### config.mk
export PLATFORM = sky130hd
export DESIGN_NAME = chunked_branch_comparator
export DESIGN_NICKNAME = d
export VERILOG_FILES = /design/src/rtl/comparator_pkg.sv /design/src/rtl/chunked_branch_comparator_chunk_compare.sv /design/src/rtl/chunked_branch_comparator.sv
export SDC_FILE = /design/constraint.sdc
export NUM_CORES = 1
export LEC_CHECK = 0
export ABC_CLOCK_PERIOD_IN_PS = 4000
export BUFFER_PORTS_ARGS = -buffer_cell sky130_fd_sc_hd__buf_2
export CORE_MARGIN = 2
export CORE_UTILIZATION = 55
export CTS_CLUSTER_SIZE = 28
export DETAILED_ROUTE_END_ITERATION = 8
export PLACE_DENSITY = 0.89
export SKIP_CTS_REPAIR_TIMING = 1
export SKIP_LAST_GASP = 1
export SLEW_MARGIN = 20
export SYNTH_ARGS = -nofsm -noshare
export SYNTH_HDL_FRONTEND = slang
export SYNTH_SLANG_ARGS = --single-unit
### constraint.sdc
create_clock -name clk -period 4 [get_ports clk]
set_clock_uncertainty 0.2 [all_clocks]
set_input_delay 0.2 -clock clk [delete_from_list [all_inputs] [get_ports clk]]
set_output_delay 0.2 -clock clk [all_outputs]
set_load 0.01 [all_outputs]
### src/rtl/comparator_pkg.sv
// Shared definitions for the chunked branch comparator: funct3 codes, FSM states
// and the branch decision helper.
package comparator_pkg;

  localparam logic [2:0] OP_BEQ  = 3'b000;
  localparam logic [2:0] OP_BNE  = 3'b001;
  localparam logic [2:0] OP_BLT  = 3'b100;
  localparam logic [2:0] OP_BGE  = 3'b101;
  localparam logic [2:0] OP_BLTU = 3'b110;
  localparam logic [2:0] OP_BGEU = 3'b111;

  typedef enum logic [1:0] {
    IDLE = 2'd0,
    SCAN = 2'd1,
    DONE = 2'd2
  } state_e;

  function automatic logic op_is_illegal(input logic [2:0] op);
    return (op == 3'b010) || (op == 3'b011);
  endfunction

  function automatic logic branch_taken(input logic [2:0] op, input logic eq,
                                        input logic lu, input logic ls);
    logic t;
    case (op)
      OP_BEQ:  t = eq;
      OP_BNE:  t = !eq;
      OP_BLT:  t = ls;
      OP_BGE:  t = !ls;
      OP_BLTU: t = lu;
      OP_BGEU: t = !lu;
      default: t = 1'b0;
    endcase
    return t;
  endfunction

endpackage

### src/rtl/chunked_branch_comparator_chunk_compare.sv
// Combinational equality / unsigned less-than on one CHUNK-bit slice.
module chunk_compare #(
  parameter int CHUNK = 8
) (
  input  logic [CHUNK-1:0] chunk_a_i,
  input  logic [CHUNK-1:0] chunk_b_i,
  output logic             chunk_eq,
  output logic             chunk_lt
);

  assign chunk_eq = (chunk_a_i == chunk_b_i);
  assign chunk_lt = (chunk_a_i <  chunk_b_i);

endmodule

### src/rtl/chunked_branch_comparator.sv
// Multi-cycle EQ/LTU/LTS comparator with RV32I branch decision, MSB chunk first.
// Define CHUNKED_BRANCH_COMPARATOR_EARLY_EXIT_EN to stop at the first differing chunk.
module chunked_branch_comparator
  import comparator_pkg::*;
#(
  parameter int WIDTH = 32,
  parameter int CHUNK = 8
) (
  input  logic             clk,
  input  logic             reset,
  input  logic             in_valid,
  output logic             in_ready,
  input  logic [WIDTH-1:0] a,
  input  logic [WIDTH-1:0] b,
  input  logic [2:0]       op,
  output logic             out_valid,
  input  logic             out_ready,
  output logic             eq,
  output logic             lu,
  output logic             ls,
  output logic             taken,
  output logic             illegal
);

  localparam int NCHUNK = WIDTH / CHUNK;
  localparam int IDXW   = (NCHUNK > 1) ? $clog2(NCHUNK) : 1;
  localparam logic [IDXW-1:0] IDX_LAST = IDXW'(NCHUNK - 1);

  if (WIDTH % CHUNK != 0) begin : g_bad_chunk
    $error("chunked_branch_comparator: CHUNK must divide WIDTH");
  end

`ifdef CHUNKED_BRANCH_COMPARATOR_EARLY_EXIT_EN
  localparam bit EARLY_EXIT = 1'b1;
`else
  localparam bit EARLY_EXIT = 1'b0;
`endif

  state_e            state_q;
  logic [IDXW-1:0]   idx_q;
  logic [WIDTH-1:0]  a_q, b_q;
  logic [2:0]        op_q;
  logic              found_q;
  logic              in_ready_q, out_valid_q;
  logic              eq_q, lu_q, ls_q, taken_q, illegal_q;

  logic [CHUNK-1:0]  chunk_a, chunk_b;
  logic              chunk_eq, chunk_lt;
  logic              eq_d, lu_d, ls_d;
  logic              capture, last_scan;

  assign chunk_a = CHUNK'(a_q >> (int'(idx_q) * CHUNK));
  assign chunk_b = CHUNK'(b_q >> (int'(idx_q) * CHUNK));

  chunk_compare #(.CHUNK(CHUNK)) u_chunk_compare (
    .chunk_a_i (chunk_a),
    .chunk_b_i (chunk_b),
    .chunk_eq  (chunk_eq),
    .chunk_lt  (chunk_lt)
  );

  // When every chunk matched, chunk_lt is 0 and the sign bits agree, so one
  // formula covers both the differing-chunk and all-equal outcomes.
  always_comb begin
    eq_d      = chunk_eq;
    lu_d      = chunk_lt;
    ls_d      = chunk_lt ^ (a_q[WIDTH-1] ^ b_q[WIDTH-1]);
    capture   = !found_q && (!chunk_eq || (idx_q == '0));
    last_scan = EARLY_EXIT ? (!chunk_eq || (idx_q == '0)) : (idx_q == '0);
  end

  always_ff @(posedge clk or posedge reset) begin
    if (reset) begin
      state_q     <= IDLE;
      idx_q       <= IDX_LAST;
      a_q         <= '0;
      b_q         <= '0;
      op_q        <= '0;
      found_q     <= 1'b0;
      in_ready_q  <= 1'b1;
      out_valid_q <= 1'b0;
      eq_q        <= 1'b0;
      lu_q        <= 1'b0;
      ls_q        <= 1'b0;
      taken_q     <= 1'b0;
      illegal_q   <= 1'b0;
    end else begin
      case (state_q)
        IDLE: begin
          if (in_valid) begin
            a_q        <= a;
            b_q        <= b;
            op_q       <= op;
            idx_q      <= IDX_LAST;
            found_q    <= 1'b0;
            in_ready_q <= 1'b0;
            eq_q       <= 1'b0;
            lu_q       <= 1'b0;
            ls_q       <= 1'b0;
            taken_q    <= 1'b0;
            illegal_q  <= 1'b0;
            state_q    <= SCAN;
          end
        end
        SCAN: begin
          // Later chunks must not overwrite the first-difference result.
          if (capture) begin
            found_q   <= 1'b1;
            eq_q      <= eq_d;
            lu_q      <= lu_d;
            ls_q      <= ls_d;
            taken_q   <= branch_taken(op_q, eq_d, lu_d, ls_d);
            illegal_q <= op_is_illegal(op_q);
          end
          if (last_scan) begin
            out_valid_q <= 1'b1;
            state_q     <= DONE;
          end else begin
            idx_q <= idx_q - 1'b1;
          end
        end
        DONE: begin
          if (out_ready) begin
            out_valid_q <= 1'b0;
            in_ready_q  <= 1'b1;
            idx_q       <= IDX_LAST;
            state_q     <= IDLE;
          end
        end
        default: begin
          state_q     <= IDLE;
          in_ready_q  <= 1'b1;
          out_valid_q <= 1'b0;
        end
      endcase
    end
  end

  assign in_ready  = in_ready_q;
  assign out_valid = out_valid_q;
  assign eq        = eq_q;
  assign lu        = lu_q;
  assign ls        = ls_q;
  assign taken     = taken_q;
  assign illegal   = illegal_q;

endmodule
# [Yosys cells after proc, flatten, opt, wreduce, memory -nomap -nowiden]
# Index checks and enable logic that the tools add are counted.
[word_totals] out_inout_bits=7 register_bits=79 elab_cells=81
[classes] bitwise_logic=4 eq_ne=15 addsub=1 shifts=2 n_reduce_logical=18 muxes=27 order_cmp=1
[op_table] cell="$shr 32x5->8" n=2
[op_table] cell="$eq 3x3->1 const B" n=4
[op_table] cell="$mux 2" n=6
[op_table] cell="$pmux 1 s2" n=6
[op_table] cell="$pmux 2 s3" n=2
[op_table] cell="$reduce_and 3->1" n=4
[op_table] cell="$mux 1" n=10
[op_table] cell="$ne 2x2->1 const B" n=5
[op_table] cell="$eq 8x8->1" n=1
[op_table] cell="$lt 8x8->1" n=1
[op_table] cell="$eq 3x2->1 const B" n=2
[op_table] cell="$pmux 1 s3" n=2
[op_table] cell="$pmux 1 s6" n=1
[op_table] cell="$logic_not 1->1" n=4
[op_table] cell="$logic_not 2->1" n=2
[op_table] cell="$reduce_and 4->1" n=1
[op_table] cell="$eq 3x1->1 const B" n=1
[op_table] cell="$logic_not 3->1" n=1
[op_table] cell="$reduce_bool 3->1" n=1
[op_table] cell="$eq 2x1->1 const B" n=1
[op_table] cell="$eq 2x2->1 const B" n=1
[op_table] cell="$logic_or 1x1->1" n=2
[op_table] cell="$not 1->1" n=2
[op_table] cell="$reduce_and 2->1" n=1
[op_table] cell="other kinds (4)" n=5

# [Logic depth before layout (Yosys ltp)]
# Gate-level depths: netlist (run 1).
[depth] word_depth=7 mapped_depth=10 mapped_depth_nobuf=8

# [Modules after synthesis]
# Synthesis (run 1) repeated with hierarchy kept, for this count alone.
[hier_totals] cells_unflattened=392 area_unflattened_um2=3719.8
[modules_own_cells] module="chunked_branch_comparator" n_inst=1 cells_per_inst=365 area_per_inst_um2=3517.1
[modules_own_cells] module="chunk_compare" n_inst=1 cells_per_inst=27 area_per_inst_um2=202.7

# [Worst setup path before layout (run 1)]
# No wires, ideal clock.
[synth_path] kind="register to register" from="register idx_q[0]" to="register taken_q (netlist: taken)" path_slack_ns=1.011 stages_incl_launch_ff=10 setup_time_ns=0.092 arrival_ns=2.698 n_path_buf=2 required_time_ns=3.708 cell_sequence="dfstp_2 buf_2 buf_4 mux4_2 ha_1 nor2b_1 o2111a_1 o31ai_1 a31oi_4 o31ai_2"
[synth_via] elab_chain_len=7 elab_cells_between_ends=16
[synth_rtl] item="start: declaration" line="chunked_branch_comparator.sv:40" source="logic [IDXW-1:0] idx_q;"
[synth_rtl] item="start signal: assignment" line="chunked_branch_comparator.sv:119" source="idx_q <= idx_q - 1'b1;"
[synth_rtl] item="$shr 32x5->8 (on tied branches)" line="chunked_branch_comparator.sv:52, chunked_branch_comparator.sv:53"
[synth_rtl] item="$lt 8x8->1 or $eq 8x8->1 (tied branches)" line="chunked_branch_comparator_chunk_compare.sv:12, chunked_branch_comparator_chunk_compare.sv:11"
[synth_rtl] item="$xor 1x1->1 or $logic_not 1->1 (tied branches)" line="chunked_branch_comparator.sv:67, comparator_pkg.sv:27, chunked_branch_comparator.sv:68"
[synth_rtl] item="$logic_not 1->1 or $logic_or 1x1->1 (tied branches)"
[synth_rtl] item="$pmux 1 s6 or $logic_and 1x1->1 (tied branches)" line="comparator_pkg.sv:25, chunked_branch_comparator.sv:68"
[synth_rtl] item="$mux 1 or $ne 2x2->1 (tied branches)"
[synth_rtl] item="$pmux 1 s2 or $reduce_and 3->1 (tied branches)"
[synth_rtl] item="end signal: assignment" line="chunked_branch_comparator.sv:112" source="taken_q <= branch_taken(op_q, eq_d, lu_d, ls_d);"
[synth_rtl] item="end: declaration" line="chunked_branch_comparator.sv:45" source="logic eq_q, lu_q, ls_q, taken_q, illegal_q;"
# Several ways; a longest one is shown, not always the timed one. The select of a mux whose other input is x is not followed.
# A chain may end at the register's enable or synchronous reset.

# [Final worst setup path (run 1)]
# Same ends and word-level chain as after synthesis.

==> results of run 1 <==
worst max-delay path, stage by stage, from the launching register on:
cell and delay (ps):
sky130_fd_sc_hd__dfstp_2 900, sky130_fd_sc_hd__mux4_2 580, sky130_fd_sc_hd__ha_1 350, sky130_fd_sc_hd__nand4_1 220, sky130_fd_sc_hd__o31ai_2 350, sky130_fd_sc_hd__buf_4 230
sky130_fd_sc_hd__nor2_1 80, sky130_fd_sc_hd__a31oi_4 180, sky130_fd_sc_hd__o31ai_2 80
flip-flops by register name, summed over array words and instances (netlist names):
register	cells
a_q	32
b_q	32
op_q	3
idx_q	2
state_q	2
eq	1
found_q	1
illegal	1
in_ready	1
ls	1
lu	1
out_valid	1
taken	1
power groups by stage:
stage	Sequential, W	Combinational, W	Clock [W]
after floorplan	0.00135	0.00145	0
after global placement	0.00152	0.00159	0
final	0.00156	0.00184	0.000601
after CTS	0.00153	0.00171	0.000597
after global routing	0.00160	0.00201	0.000630
after detailed placement	0.00154	0.00170	0
through the flow:
step,setup WS [ps],util (%)
3_5_place_dp,771,62.9
5_1_grt,507,76.0
4_1_cts,724,65.8
3_3_place_gp,860,62.9
2_1_floorplan,1010,-
6_report,721,76.0
final cells by class:
type | instances | area (µm²) | area share, %
Multi-Input combinational cell | 292 | 1690 | 33.0
Sequential cell | 79 | 1980 | 38.6
Clock buffer | 10 | 138 | 2.68
Tap cell | 80 | 100 | 1.95
Timing Repair Buffer | 151 | 1110 | 21.7
Inverter | 14 | 52.6 | 1.02
Clock inverter | 6 | 60.1 | 1.17
synth_stat cells:
master,count,area [µm²]
sky130_fd_sc_hd__a31oi_4,1,21.3
sky130_fd_sc_hd__o2111a_1,1,11.3
sky130_fd_sc_hd__mux4_2,16,360
sky130_fd_sc_hd__o21ai_0,8,40.0
sky130_fd_sc_hd__xor2_1,1,8.76
sky130_fd_sc_hd__buf_2,8,40.0
sky130_fd_sc_hd__o31ai_2,2,25.0
sky130_fd_sc_hd__nand2b_1,1,6.26
sky130_fd_sc_hd__nor2b_1,1,6.26
sky130_fd_sc_hd__nand4_4,1,21.3
sky130_fd_sc_hd__or3_1,1,6.26
sky130_fd_sc_hd__and3_1,1,6.26
sky130_fd_sc_hd__nand2_1,206,773
sky130_fd_sc_hd__nor3b_2,1,12.5
sky130_fd_sc_hd__buf_4,2,15.0
sky130_fd_sc_hd__clkbuf_1,11,41.3
sky130_fd_sc_hd__o21a_1,1,7.51
sky130_fd_sc_hd__nand3_1,7,35.0
sky130_fd_sc_hd__buf_6,1,11.3
sky130_fd_sc_hd__dfrtp_1,76,1900
sky130_fd_sc_hd__mux2i_1,2,20.0
sky130_fd_sc_hd__a22oi_1,2,15.0
sky130_fd_sc_hd__or3b_1,1,8.76
sky130_fd_sc_hd__o31ai_1,2,15.0
sky130_fd_sc_hd__nor2_1,7,26.3
sky130_fd_sc_hd__a21oi_1,4,20.0
sky130_fd_sc_hd__o21ba_2,1,10.0
sky130_fd_sc_hd__ha_1,9,113
sky130_fd_sc_hd__xnor2_1,3,26.3
sky130_fd_sc_hd__and4_2,1,10.0
sky130_fd_sc_hd__o21ai_1,1,5.00
sky130_fd_sc_hd__nand3b_1,1,7.51
sky130_fd_sc_hd__o21bai_1,1,7.51
sky130_fd_sc_hd__a21o_2,1,8.76
sky130_fd_sc_hd__o2111ai_1,1,8.76
sky130_fd_sc_hd__nor3b_1,1,7.51
sky130_fd_sc_hd__and3_4,1,11.3
sky130_fd_sc_hd__nor4_1,2,12.5
sky130_fd_sc_hd__dfstp_2,3,78.8
sky130_fd_sc_hd__inv_1,14,52.6
sky130_fd_sc_hd__nand4_1,2,12.5
cell families after synthesis:
logic type,after synthesis,share of synthesized area [%]
simple gates,235,25.2
xor+xnor,4,0.915
mux,18,9.94
fa+ha+maj,9,2.94
buf+inv,36,4.18
compound gates,26,5.10
flops,79,51.7
per-layer routing:
metal,share of wire (%),up-vias
li1,-,1598
met4,5.2,0
met5,0,-
met2,50,216
met3,6.9,63
met1,37,1679
worst paths after layout:
check / slack (ps) / end / depth (start not counted)
hold / removal: -30 / state_q[0] / 3
min in group asynchronous: 310 / b_q[28] / 3
hold reg to reg: 270 / in_ready / 2
max in group asynchronous: 2260 / idx_q[1] / 4
setup reg to reg: 720 / taken / 8
setup / recovery: 720 / taken / 8
==> out/qor.csv, run 1 <==
metric,value,unit
areal power density over the cells,778,mW/mm²
via/cell ratio,5.63,
final-layout fill cell count,402,
sort of element at the end of the critical path,flip-flop,
summed instance area of the synthesized netlist,0.00383,mm²
Hold Crit Start,in_valid,
Final Instance Count excl. Fillers,632,
max-slew violation count,0,
share of total power in the clock network,15.0,%
category of the most critical setup path,flip-flop to flip-flop,
maximum buffer depth of the clock tree,2,
DRT Pass-1 Iters,5,
overflow left after global routing,0,
via count,3556,
met2 Use GR,40.4,%
diode insertion count for antenna repair,0,
switching part of the total power,41.6,%
M1 GR Usage,31.1,%
worst-case headroom to the max-slew limit,29.4,%
Yosys warning total,0,
largest net degree at the start of global routing,45,
Leakage,2.65,nW
via count of the first global-routing pass,3033,
clock-pin slew of the registers on the worst-case setup and hold paths,80,ps
critical register-to-register path startpoint,idx_q[0],
most used routing layer in global routing,met2,
Total Power Consumption,0.00400,W
final count of hold timing violations,1,
placed cell count,547,
number of port buffers,77,
failing checks,negative hold slack,
clock root cell,sky130_fd_sc_hd__clkbuf_8,
area post-placement,0.00425,mm²
number of antenna violations at the first check in global routing,0,
"most common cell after layout, fill and taps aside",sky130_fd_sc_hd__nand2_1,
"Period Utilization, post-route",82.0,%
Seq cells post-synth,79,
slew at the pin closest to its max-slew limit,1060,ps
die height,87.4,µm
CTS tree,built,
number of distinct standard cells referenced by the synthesized netlist,41,
Total Routed Length,11000,µm
area of all placed cells without fillers,0.00514,mm²
number of maximum-capacitance constraint violations,0,
Tot GR Track Use,24.3,%
met3 layer usage reported by global route,6.07,%
Horiz. Die Dim,87.4,µm
NumNets Final,627,
site row count,30,
CTS H-tree depth,3,
cell-internal power,0.00233,W
"Area growth, synth to finish",34.2,%
CP Max Fanout,19,
Syn Area/Cell,9.40,µm²
Setup TNS Final,0,ps
number of antenna-violating nets in the routed design,0,
detailed router's first-iteration violation count,283,
launching element type of the critical path,flip-flop,
starting density of the core,56.6,%
number of I/O pins,78,
layout cells sized above 1,23.2,%
required time at the endpoint of the critical path,4040,ps
data arrival at the endpoint of the critical path,3320,ps
Min Hold Slack,-34.1,ps
share of power burned in registers,39.0,%
Gate power share,45.9,%
DP HPWL,6310,µm
final setup fails,0,
maximum clock frequency,305,MHz
clock buffers created by TritonCTS,9,
sinks on the clock net,79,
final routed DRC violation total,0,
"Net Count, Synth",487,
final worst path period need,3280,ps
startpoint of the most critical setup path,idx_q[0],
DR WL/cell,17.4,µm
Die Area,0.00764,mm²
first-pass GRT wire length,14200,µm
Core Region,0.00676,mm²
final weighted congestion in routability-driven placement,0.889,
maximum resistive drop on vdd,0.428,mV
run status,finished with violations,
synthesized instance count,407,
net switching power figure,0.00166,W
Hold WC Path Type,input pin to flip-flop,
"commonest non-fill, non-tap cells in the layout","sky130_fd_sc_hd__nand2_1 (206), sky130_fd_sc_hd__buf_2 (77), sky130_fd_sc_hd__dfrtp_1 (76)",
insertion delay of the later-clocked pin in the worst-skew pair,360,ps
share of synthesized area occupied by flip-flops and latches,51.7,%
RSZ-0062 raised after global routing,no,
(Power assumes the default switching activity.)
==> inputs of run 2 (changes only) <==
ABC_AREA = 1   (was default)
ABC_CLOCK_PERIOD_IN_PS = 2900   (was 4000)
CORE_UTILIZATION = 49   (was 55)
PLACE_DENSITY = 0.84   (was 0.89)
clock period = 2.9 ns   (was 4 ns; I/O delays follow)
==> out/qor.csv, run 2 <==
metric,value,unit,change
via count,3733,,+5.0%
die height,92.1,µm,+5.3%
number of antenna violations at the first check in global routing,0,,unchanged
post-synthesis async set-or-reset flop share,100,%,unchanged
max-slew violation count,0,,unchanged
met2 Use GR,32.5,%,-7.8 points
cell accounting for the most synthesized area,sky130_fd_sc_hd__dfrtp_1,,
Critical Path Slowest Stage Cell,sky130_fd_sc_hd__dfstp_2,,
"top cells by area, synth","sky130_fd_sc_hd__dfrtp_1 (50%), sky130_fd_sc_hd__nand2_1 (23%), sky130_fd_sc_hd__o21ai_0 (5.3%)",,
final worst path period need,2670,ps,-608 ps
DRT Pass-1 Iters,5,,unchanged
top cell types by occurrence after synthesis,"sky130_fd_sc_hd__nand2_1 (230), sky130_fd_sc_hd__dfrtp_1 (76), sky130_fd_sc_hd__o21ai_0 (40), sky130_fd_sc_hd__nor2_1 (31), sky130_fd_sc_hd__inv_1 (21)",,
failing checks,negative hold slack,,
final count of hold timing violations,1,,unchanged
Syn Area/Cell,7.74,µm²,-18%
number of distinct standard cells referenced by the synthesized netlist,24,,-41%
largest net degree at the start of global routing,67,,+49%
starting density of the core,50.0,%,-6.7 points
number of maximum-capacitance constraint violations,0,,unchanged
areal power density over the cells,1080,mW/mm²,+39%
Horiz. Die Dim,92.1,µm,+5.3%
critical register-to-register path startpoint,idx_q[0],,
met3 layer usage reported by global route,4.44,%,-1.6 points
share of synthesized area occupied by flip-flops and latches,52.1,%,+0.37 points
via count of the first global-routing pass,3152,,+3.9%
ordered cell list for the critical path,inv_1 > buf_4 > o21ai_0 > o22ai_1 > ha_1 > nand2_1 > nand2_1 > nand2_1 > nand2_1 > nand2_1 > nand2_1 > nand2_1 > nand3_1 > nand2_1 > nand2_1 > nand2_1 > nand2_1,,
site row count,32,,+6.7%
via/cell ratio,5.04,,-10%
most used flip-flop cell after synthesis,sky130_fd_sc_hd__dfrtp_1,,
number of port buffers,77,,unchanged
"Area growth, synth to finish",35.9,%,
proportion of netlist area held by the largest area contributor,50.0,%,+0.36 points
layout cells sized above 1,18.3,%,-4.8 points
DP HPWL,6320,µm,+0.18%
DR WL/cell,13.8,µm,-21%
first-pass GRT wire length,14400,µm,+1.3%
"Net Count, Synth",571,,+17%
kind of cell with the highest combined delay on the critical path,simple AND/OR/NAND/NOR gates,,
"commonest non-fill, non-tap cells in the layout","sky130_fd_sc_hd__nand2_1 (229), sky130_fd_sc_hd__buf_2 (77), sky130_fd_sc_hd__dfrtp_1 (76)",,
final weighted congestion in routability-driven placement,0.889,,about the same
Tot GR Track Use,21.4,%,-2.9 points
category of the most critical setup path,flip-flop to flip-flop,,
minimum setup slack in the final design,229,ps,-492 ps
"most common cell after layout, fill and taps aside",sky130_fd_sc_hd__nand2_1,,
startpoint of the most critical setup path,idx_q[0],,
clock-pin slew of the registers on the worst-case setup and hold paths,80,ps,about the same
top flop regs,"a_q: 32 flops, b_q: 32 flops, op_q: 3 flops",,
"Period Utilization, post-route",92.1,%,+10 points
NumNets Final,713,,+14%
launching element type of the critical path,flip-flop,,
diode insertion count for antenna repair,0,,unchanged
clock root cell,sky130_fd_sc_hd__clkbuf_8,,
top-count cell post-synth,sky130_fd_sc_hd__nand2_1,,
Most common cell on crit path,sky130_fd_sc_hd__nand2_1,,
worst-case headroom to the max-slew limit,56.7,%,+27 points
synthesized instance count,491,,+21%
detailed router's first-iteration violation count,398,,+41%
CTS tree,built,,
Post-Place Setup Slack,244,ps,-527 ps
Core Region,0.00761,mm²,+13%
worst reg-to-reg setup slack,230,ps,-490 ps
most used routing layer in global routing,met2,,
run status,finished with violations,,
summed instance area of the synthesized netlist,0.00380,mm²,-0.72%
final routed DRC violation total,0,,unchanged
data arrival at the endpoint of the critical path,2720,ps,-600 ps
FF/Latch Area,0.00198,mm²,unchanged
Leakage,2.73,nW,+2.9%
final setup fails,0,,unchanged
Total Routed Length,10200,µm,-7.5%
Hold Crit Start,in_valid,,
Buf/Inv on CP,2,,+1
number of antenna-violating nets in the routed design,0,,unchanged
sinks on the clock net,79,,unchanged
maximum clock frequency,374,MHz,+23%
Seq cells post-synth,79,,unchanged
overflow left after global routing,0,,unchanged
Yosys warning total,0,,unchanged
clock buffers created by TritonCTS,9,,unchanged
required time at the endpoint of the critical path,2950,ps,-1090 ps
maximum resistive drop on vdd,0.483,mV,+13%
CP Max Fanout,22,,+3
slew at the pin closest to its max-slew limit,649,ps,-408 ps
Min Hold Slack,-19.4,ps,+14.7 ps
maximum buffer depth of the clock tree,2,,unchanged
"slowest stage delay, CP",610,ps,-290 ps
Hold WC Path Type,input pin to flip-flop,,
insertion delay of the later-clocked pin in the worst-skew pair,360,ps,about the same
sort of element at the end of the critical path,flip-flop,,
M1 GR Usage,30.5,%,-0.59 points
area taken by multi-input logic gates,0.00161,mm²,-5.2%
number of I/O pins,78,,unchanged
number of synthesized flops with an enable pin,0,,unchanged
Die Area,0.00848,mm²,+11%
final-layout fill cell count,600,,+49%
CTS H-tree depth,3,,unchanged
[run 2: cell types whose count changed after synthesis, moves of 8 or more]
cell / delta
sky130_fd_sc_hd__o21ai_0: +32
sky130_fd_sc_hd__nand2_1: +24
sky130_fd_sc_hd__nor2_1: +24
sky130_fd_sc_hd__mux4_2: -16
sky130_fd_sc_hd__o22ai_1: +8
[run 2: power breakdown]
group | internal (W) | leakage [nW] | switching, W
clock | 0.000395 | 0.0960 | 0.000399
combinational | 0.00108 | 1.66 | 0.00172
sequential | 0.00164 | 0.977 | 0.000361
total | 0.00312 | 2.73 | 0.00248
[run 2: layer usage]
layer,part of all wire (%),wire (µm)
met1,44,4460
met2,48,4870
met3,5.4,546
met4,3.0,307
met5,0,0
[run 2: area by class of cell]
class | instances | share of cell area [%]
repair buffers | 157 | 22.7
multi-input cells | 362 | 31.1
inverters | 24 | 1.74
clock inverters | 6 | 1.19
flip-flops and latches | 79 | 38.4
well taps | 102 | 2.47
clock buffers | 10 | 2.47
[run 2: path summary, 6_finish.rpt]
| path | endpoint | cells past startpoint |
|---|---|---|
| max in group asynchronous | in_ready | 4 |
| hold reg to reg | b_q[9] | 2 |
| min in group asynchronous | a_q[19] | 3 |
| hold / removal | in_ready | 4 |
| setup reg to reg | taken | 17 |
| setup / recovery | taken | 17 |
[run 2: stage by stage]
stage	cell area, µm²	util, %	cells	TNS (ps)	power (W)
floorplan	3800	-	491	0	0.00396
global placement	4280	56.2	654	0	0.00451
detailed placement	4280	56.2	654	0	0.00464
CTS	4470	58.7	670	0	0.00545
global route	5160	67.9	740	-5.36	0.00612
finish	5160	67.9	740	0	0.00559
[run 2: logic make-up (layout without fill, tap and decap cells)]
family	after synthesis	in the layout	synth area share, %
adders and majority gates	9	9	2.96
AOI/OAI and AO/OA	71	71	10.2
xor gates and xnor gates	1	1	0.231
DFF	79	79	52.1
buffers and inverters	50	197	5.70
and+or+nand+nor	281	281	28.7
[run 2: worst min-delay path, cell delays in order]
cell and delay [ps]:
sky130_fd_sc_hd__buf_2 100, sky130_fd_sc_hd__o31ai_1 80, sky130_fd_sc_hd__o21ai_0 130, sky130_fd_sc_hd__o21ai_0 70
==> inputs of run 3 (changes only) <==
--- a/config.mk
+++ b/config.mk
@@ -17,3 +17,3 @@
 export SKIP_LAST_GASP = 1
-export SLEW_MARGIN = 20
+export SLEW_MARGIN = 0
 export SYNTH_ARGS = -nofsm -noshare
==> constraint.sdc (replaced) <==
create_clock -name clk -period 2.9 [get_ports clk]
set_clock_uncertainty 0.2 [all_clocks]
set_input_delay 0.435 -clock clk [delete_from_list [all_inputs] [get_ports clk]]
set_output_delay 0.435 -clock clk [all_outputs]
set_load 0.01 [all_outputs]
==> out/qor.csv, run 3 (synthesis results as in run 2) <==
metric,value,unit,change
area taken by multi-input logic gates,0.00161,mm²,unchanged
detailed router's first-iteration violation count,271,,-32%
M1 GR Usage,29.9,%,-0.55 points
first-pass GRT wire length,14600,µm,+1.6%
Core Region,0.00761,mm²,unchanged
Buf/Inv on CP,4,,+2
kind of cell with the highest combined delay on the critical path,flip-flops,,
sinks on the clock net,79,,unchanged
Post-Place Setup Slack,254,ps,+9.59 ps
areal power density over the cells,1220,mW/mm²,+12%
Total Routed Length,8680,µm,-15%
CP Max Fanout,22,,unchanged
NumNets Final,644,,-9.7%
"Period Utilization, post-route",91.3,%,-0.81 points
via/cell ratio,5.04,,about the same
layout cells sized above 1,20.4,%,+2.1 points
"Area growth, synth to finish",18.2,%,
Horiz. Die Dim,92.1,µm,unchanged
ordered cell list for the critical path,inv_1 > buf_4 > o21ai_0 > o22ai_1 > ha_1 > nand2_1 > nor2_2 > nand4_2 > o21ai_1 > buf_4 > nand2_1 > o21ai_1 > inv_1,,
FF/Latch Area,0.00198,mm²,unchanged
number of antenna-violating nets in the routed design,0,,unchanged
Setup TNS Final,0,ps,unchanged
final setup fails,0,,unchanged
worst-case headroom to the max-slew limit,58.2,%,+1.5 points
final worst path period need,2650,ps,-23.5 ps
"commonest non-fill, non-tap cells in the layout","sky130_fd_sc_hd__nand2_1 (229), sky130_fd_sc_hd__buf_2 (77), sky130_fd_sc_hd__dfrtp_1 (76)",,
most used routing layer in global routing,met2,,
clock root cell,sky130_fd_sc_hd__clkbuf_8,,
clock-pin slew of the registers on the worst-case setup and hold paths,80,ps,about the same
maximum clock frequency,378,MHz,+0.89%
top flop regs,"a_q: 32 flops, b_q: 32 flops, op_q: 3 flops",,
"most common cell after layout, fill and taps aside",sky130_fd_sc_hd__nand2_1,,
CTS H-tree depth,3,,unchanged
maximum buffer depth of the clock tree,2,,unchanged
number of I/O pins,78,,unchanged
required time at the endpoint of the critical path,2950,ps,about the same
category of the most critical setup path,flip-flop to flip-flop,,
number of antenna violations at the first check in global routing,0,,unchanged
final count of hold timing violations,0,,-1
DR WL/cell,13.0,µm,-5.9%
"slowest stage delay, CP",590,ps,-20 ps
sort of element at the end of the critical path,flip-flop,,
Hold WC Path Type,input pin to flip-flop,,
Critical Path Slowest Stage Cell,sky130_fd_sc_hd__dfstp_2,,
minimum setup slack in the final design,253,ps,+23.5 ps
site row count,32,,unchanged
Tot GR Track Use,21.6,%,+0.12 points
RSZ-0062 raised after global routing,no,,
largest net degree at the start of global routing,67,,unchanged
worst reg-to-reg setup slack,250,ps,+20 ps
met2 Use GR,32.9,%,+0.37 points
final routed DRC violation total,0,,unchanged
Die Area,0.00848,mm²,unchanged
launching element type of the critical path,flip-flop,,
Leakage,2.45,nW,-10%
number of port buffers,77,,unchanged
data arrival at the endpoint of the critical path,2690,ps,-30 ps
max-slew violation count,0,,unchanged
CTS tree,built,,
met3 layer usage reported by global route,3.45,%,-0.99 points
number of maximum-capacitance constraint violations,0,,unchanged
DP HPWL,6310,µm,-0.15%
starting density of the core,50.0,%,unchanged
DRT Pass-1 Iters,6,,+1
die height,92.1,µm,unchanged
overflow left after global routing,0,,unchanged
run status,finished clean,,
insertion delay of the later-clocked pin in the worst-skew pair,350,ps,about the same
clock buffers created by TritonCTS,9,,unchanged
diode insertion count for antenna repair,0,,unchanged
final-layout fill cell count,685,,+14%
final weighted congestion in routability-driven placement,0.900,,+1.2%
via count,3380,,-9.5%
maximum resistive drop on vdd,0.567,mV,+17%
slew at the pin closest to its max-slew limit,626,ps,-22.5 ps
via count of the first global-routing pass,3243,,+2.9%
[run 3: power by group]
group	internal [W]	leakage, nW	total, W	switching (W)
sequential	0.00164	0.977	0.00200	0.000354
combinational	0.00101	1.37	0.00266	0.00165
clock	0.000435	0.105	0.000811	0.000375
[run 3: layout make-up]
cell class                      instances  share of cell area [%]
Sequential cell                        79                    44.1
Clock buffer                           11                    3.37
Inverter                               24                    2.01
Timing Repair Buffer                   88                    11.0
Tap cell                              102                    2.84
Multi-Input combinational cell        362                    35.7
Clock inverter                          4                    1.00
[run 3: worst paths after layout]
kind,cells past startpoint,to,start
worst min register to register,2,b_q[11],b_q[11]
min in group asynchronous,3,a_q[18],reset
max in group asynchronous,4,in_ready,reset
worst max-delay path,13,illegal,idx_q[0]
worst max register to register,13,illegal,idx_q[0]
worst min-delay path,3,b_q[22],b[22]
[run 3: metal layers]
metal	up-vias	routed length, µm
li1	1696	-
met1	1543	3980
met2	118	3950
met3	23	519
met4	0	232
met5	-	0
[run 3: worst register-to-register path, delay by kind of cell, from the launching register on]
kind                     cells  cell delay (ps)
AO/OA/AOI/OAI                4              530
adder cells (fa/ha/maj)      1              310
buffers and inverters        4              520
flip-flops                   1              590
AND/OR/NAND/NOR              4              410
[run 3: per-stage QoR]
stage               cells  power, W  hold WS, ps  utilization, %  cell area, µm²
floorplan             491   0.00396          244               -            3800
global placement      653   0.00451          260            56.3            4280
detailed placement    653   0.00464          261            56.3            4280
CTS                   668   0.00547         -111            58.9            4480
global route          670   0.00601         73.0            59.1            4490
finish                670   0.00547         72.3            59.1            4490
